==> src/rtl/trace_fifo.sv <==
// Retirement trace FIFO: captures CPU writeback events into a first-word-fall-through
// queue, with a sticky overflow flag and a saturating drop counter.
module trace_fifo #(
    parameter int unsigned DEPTH = 8
) (
    input  logic                     clk,
    input  logic                     reset,
    input  logic [31:0]              debug_wb_pc,
    input  logic [3:0]               debug_wb_rf_we,
    input  logic [4:0]               debug_wb_rf_wnum,
    input  logic [31:0]              debug_wb_rf_wdata,
    output logic                     trace_valid,
    input  logic                     trace_ready,
    output logic [31:0]              trace_pc,
    output logic [3:0]               trace_we,
    output logic [4:0]               trace_wnum,
    output logic [31:0]              trace_wdata,
    output logic [$clog2(DEPTH):0]   trace_count,
    input  logic                     ovf_clr,
    output logic                     overflow,
    output logic [7:0]               drop_cnt
);

    localparam int unsigned AW = $clog2(DEPTH);
    localparam int unsigned CW = AW + 1;
    localparam int unsigned EW = 32 + 4 + 5 + 32;

    logic [EW-1:0] mem_q [DEPTH];
    logic [AW-1:0] rd_ptr_q, rd_ptr_d;
    logic [AW-1:0] wr_ptr_q, wr_ptr_d;
    logic [CW-1:0] count_q, count_d;
    logic          overflow_q, overflow_d;
    logic [7:0]    drop_cnt_q, drop_cnt_d;

    logic          push, pop, full, accept, drop;
    logic [EW-1:0] wr_entry, head;

    assign wr_entry = {debug_wb_pc, debug_wb_rf_we, debug_wb_rf_wnum, debug_wb_rf_wdata};
    assign push     = (debug_wb_rf_we != 4'd0) && (debug_wb_rf_wnum != 5'd0);
    assign pop      = trace_valid && trace_ready;
    assign full     = (count_q == CW'(DEPTH));
    assign accept   = push && (!full || pop);
    assign drop     = push && full && !pop;

    // Next-state for pointers, occupancy and overflow bookkeeping
    always_comb begin
        rd_ptr_d   = rd_ptr_q;
        wr_ptr_d   = wr_ptr_q;
        count_d    = count_q;
        overflow_d = overflow_q;
        drop_cnt_d = drop_cnt_q;

        if (accept) wr_ptr_d = wr_ptr_q + AW'(1);
        if (pop)    rd_ptr_d = rd_ptr_q + AW'(1);

        case ({accept, pop})
            2'b10:   count_d = count_q + CW'(1);
            2'b01:   count_d = count_q - CW'(1);
            default: count_d = count_q;
        endcase

        // A drop in the same cycle as a clear wins: the clear is applied first
        if (drop) begin
            overflow_d = 1'b1;
            if (ovf_clr)                 drop_cnt_d = 8'd1;
            else if (drop_cnt_q != 8'hFF) drop_cnt_d = drop_cnt_q + 8'd1;
        end else if (ovf_clr) begin
            overflow_d = 1'b0;
            drop_cnt_d = 8'd0;
        end
    end

    // Control state registers with synchronous reset
    always_ff @(posedge clk) begin
        if (reset) begin
            rd_ptr_q   <= '0;
            wr_ptr_q   <= '0;
            count_q    <= '0;
            overflow_q <= 1'b0;
            drop_cnt_q <= 8'd0;
        end else begin
            rd_ptr_q   <= rd_ptr_d;
            wr_ptr_q   <= wr_ptr_d;
            count_q    <= count_d;
            overflow_q <= overflow_d;
            drop_cnt_q <= drop_cnt_d;
        end
    end

    // Entry storage; contents are not cleared, reset only suppresses the write
    always_ff @(posedge clk) begin
        if (!reset && accept) mem_q[wr_ptr_q] <= wr_entry;
    end

    assign head        = mem_q[rd_ptr_q];
    assign trace_valid = (count_q != CW'(0));
    assign trace_pc    = trace_valid ? head[72:41] : 32'd0;
    assign trace_we    = trace_valid ? head[40:37] : 4'd0;
    assign trace_wnum  = trace_valid ? head[36:32] : 5'd0;
    assign trace_wdata = trace_valid ? head[31:0]  : 32'd0;
    assign trace_count = count_q;
    assign overflow    = overflow_q;
    assign drop_cnt    = drop_cnt_q;

endmodule

==> config.mk <==
export PLATFORM = sky130hd
export DESIGN_NAME = trace_fifo
export DESIGN_NICKNAME = d
export VERILOG_FILES = /design/src/rtl/trace_fifo.sv
export SDC_FILE = /design/constraint.sdc
export NUM_CORES = 1
export LEC_CHECK = 0
export CORE_MARGIN = 3
export CORE_UTILIZATION = 40
export CTS_CLUSTER_SIZE = 28
export DETAILED_ROUTE_END_ITERATION = 7
export SYNTH_ARGS = -nofsm -noshare
export SYNTH_HDL_FRONTEND = slang
export SYNTH_SLANG_ARGS = --single-unit
export TNS_END_PERCENT = 50
==> constraint.sdc <==
create_clock -name clk -period 11.5 [get_ports clk]
set_clock_uncertainty 0.05 [all_clocks]
set_input_delay 1.15 -clock clk [delete_from_list [all_inputs] [get_ports clk]]
set_output_delay 1.15 -clock clk [all_outputs]
set_load 0.01 [all_outputs]
==> out/results.ini <==
[outcome]
status = complete, no violations

[synthesis]
synth_fp_nets = 1140
ys_types = 47
synth_cells = 1057
synth_top_flop_cell = edfxtp_1
yosysMostFrequentCell = edfxtp_1
ys_seq_area_share_pct = 77.4
yosys_warnings = 0
yosys.area.top_type = edfxtp_1
synth_top_area_share_pct = 75.5
netlist_top_cells_count = 584 x edfxtp_1, 146 x mux4_2, 92 x nor2_1
synthArstFlopShare_pct = 0
synth_area_leaders = edfxtp_1 76%, mux4_2 14%, mux2i_1 3.3%
synth-seq-cells = 606
synth_enable_flop_cells = 584
syn_area_per_cell_sq_um = 22.0
syn_area_sq_um = 23200

[cells_and_area]
drive_gt1_share_pct = 21.8
final_cell_count_no_fill = 2067
area_growth_pct = 20.6
design_area_sq_um = 28000
layout.nets = 1346
diodes = 0
fillCellCount = 4612

[worst_setup_path]
arrival_ns = 4.18
reg2regPathDepth = 13
start_kind = register
r2r_setup_slack_ns = 7.78
worst_ep_required_time_ns = 10.30
path_class = register to primary output
end_kind = primary output
crit_fanout = 71

[power]
p_clk_share_pct = 34.0
max-vdd-ir-drop_mv = 0.191
power_frac_seq_pct = 42.1
switching_share_pct = 25.7
finalPower_uw = 6120
p_int_uw = 4550
p_per_area_nw_per_um2 = 219
pwr-share-comb_pct = 23.9
p_sw_uw = 1570
power.leakage_uw = 0.00863

[timing]
period_share_pct = 46.8
worst_slew_pin_slew_ns = 1.12
period_needed_ns = 5.38
setup_tns_ns = 0
rsz0062_at_grt = no
drv_slew = 0
hold_violations = 0
setup_viol = 0
slew_headroom_pct = 25.3
max_freq_ghz = 0.186

[clocking]
clock_path_buffers = 3
cts_hold_buf = 0
cts_resized = 0
numCtsBuffers = 66
clk_pin_slew_worst_paths_ns = 0.06
cts_root_buffer = clkbuf_16
post_cts_buffers = 0
htreeDepth = 3
cts_tree = done
cts.sinks = 606
clk_latency_ns = 0.58

[die]
rows = 87
start_util_pct = 40.8
core_sq_um = 56900
ios = 164
dieArea_sq_um = 61000
dieWidth_microns = 247
die_y_microns = 247

[job]
drv_cap = 0

[global_routing]
grt_pass1_wl_microns = 73300
antenna_found_initial = 2
grt_usage_pct = 16.4
grt_max_degree = 72
grt_overflow = 0
grt_pass1_vias = 11800

[routing]
drt-vias-per-instance = 5.25
vias = 10900
drt_first_iter_violations = 664
wl_microns = 48500
detail_route.wl_per_cell_microns = 23.5
postRouteAntennaNets = 0
first_pass_iters = 4
drc_errors = 0

[placed_design]
place_hpwl_microns = 25500
io_buffers = 163
dp_cells = 1951
place_congestion = 0.734
placed_area_sq_um = 25800

[worst_hold_path]
hold_depth = 2
min_path_type = register to register

state kept, by name, summed over array words and instances, names as in the netlist, named ones only:
| register | count |
|---|---|
| mem_q | 584 |
| drop_cnt | 8 |
| trace_count | 4 |
| rd_ptr_q | 3 |
| wr_ptr_q | 3 |
| overflow | 1 |
worst paths after layout:
| kind | start | end |
|---|---|---|
| worst min-delay path | overflow | overflow |
| worst max-delay path | register | trace_wdata[23] |
| worst max register to register | trace_count[3] | trace_count[3] |
| worst min register to register | overflow | overflow |
routing by layer:
layer  vias to the layer above  track usage (%)  routed length (microns)
met5                         -                0                       27
met2                       251             26.9                    24000
met1                      5737             22.1                    21100
met3                        60             3.67                     2640
met4                         4             4.66                      796
li1                       4799                -                        -
cell families after synthesis:
family	after synthesis	share of synthesized area, %
DFF	606	77.4
muxes	223	17.5
AOI/OAI and AO/OA	18	0.560
adders and majority gates	6	0.356
buffers and inverters	56	1.03
and+or+nand+nor	139	2.74
xor gates and xnor gates	9	0.340
layout make-up:
cell class | instances | area, sq um | area share [%]
tap | 756 | 946 | 3.38
clock buffer | 85 | 1860 | 6.64
clock inverter | 31 | 299 | 1.07
sequential | 606 | 18000 | 64.2
multi-input combinational | 395 | 5060 | 18.1
timing repair buffer | 190 | 1830 | 6.55
inverter | 4 | 15.0 | 0.0536
placed cells by master, fill, tap and decap left out, drive strengths merged, types with 5 or more instances in the layout:
cell / n
a21oi: 5
buf: 27
bufinv: 6
clkbuf: 85
clkdlybuf4s50: 163
clkinv: 23
dfxtp: 22
edfxtp: 584
ha: 5
inv: 5
mux2i: 77
mux4: 146
nand2: 15
nor2: 92
nor3: 7
nor4: 5
xnor2: 5
critical path, stage by stage, from the launching register on:
cell	delay, ns
dfxtp_4	0.56
buf_4	0.72
buf_4	0.97
mux4_2	0.43
mux2i_1	0.30
nor2_1	0.08
clkdlybuf4s50_1	0.51
stage by stage:
| stage | hold WS (ns) | setup WS [ns] | util, % |
|---|---|---|---|
| 6_report | 0.423 | 6.12 | 49.2 |
| 5_1_grt | 0.467 | 5.67 | 49.2 |
| 4_1_cts | 0.427 | 5.88 | 49.2 |
| 3_5_place_dp | 0.415 | 6.53 | 45.4 |
| 3_3_place_gp | 0.408 | 6.51 | 45.4 |
| 2_1_floorplan | 0.404 | 1.54 | - |
power by group through the flow:
stage                     combinational [uW]  clock (uW)  sequential (uW)
after global placement                  1500           0             2620
after global routing                    1600        2240             2590
after floorplan                          890           0             2610
after detailed placement                1510           0             2630
after CTS                               1510        2140             2580
final                                   1470        2080             2580
Note: power is estimated with default switching activity, not from simulation.
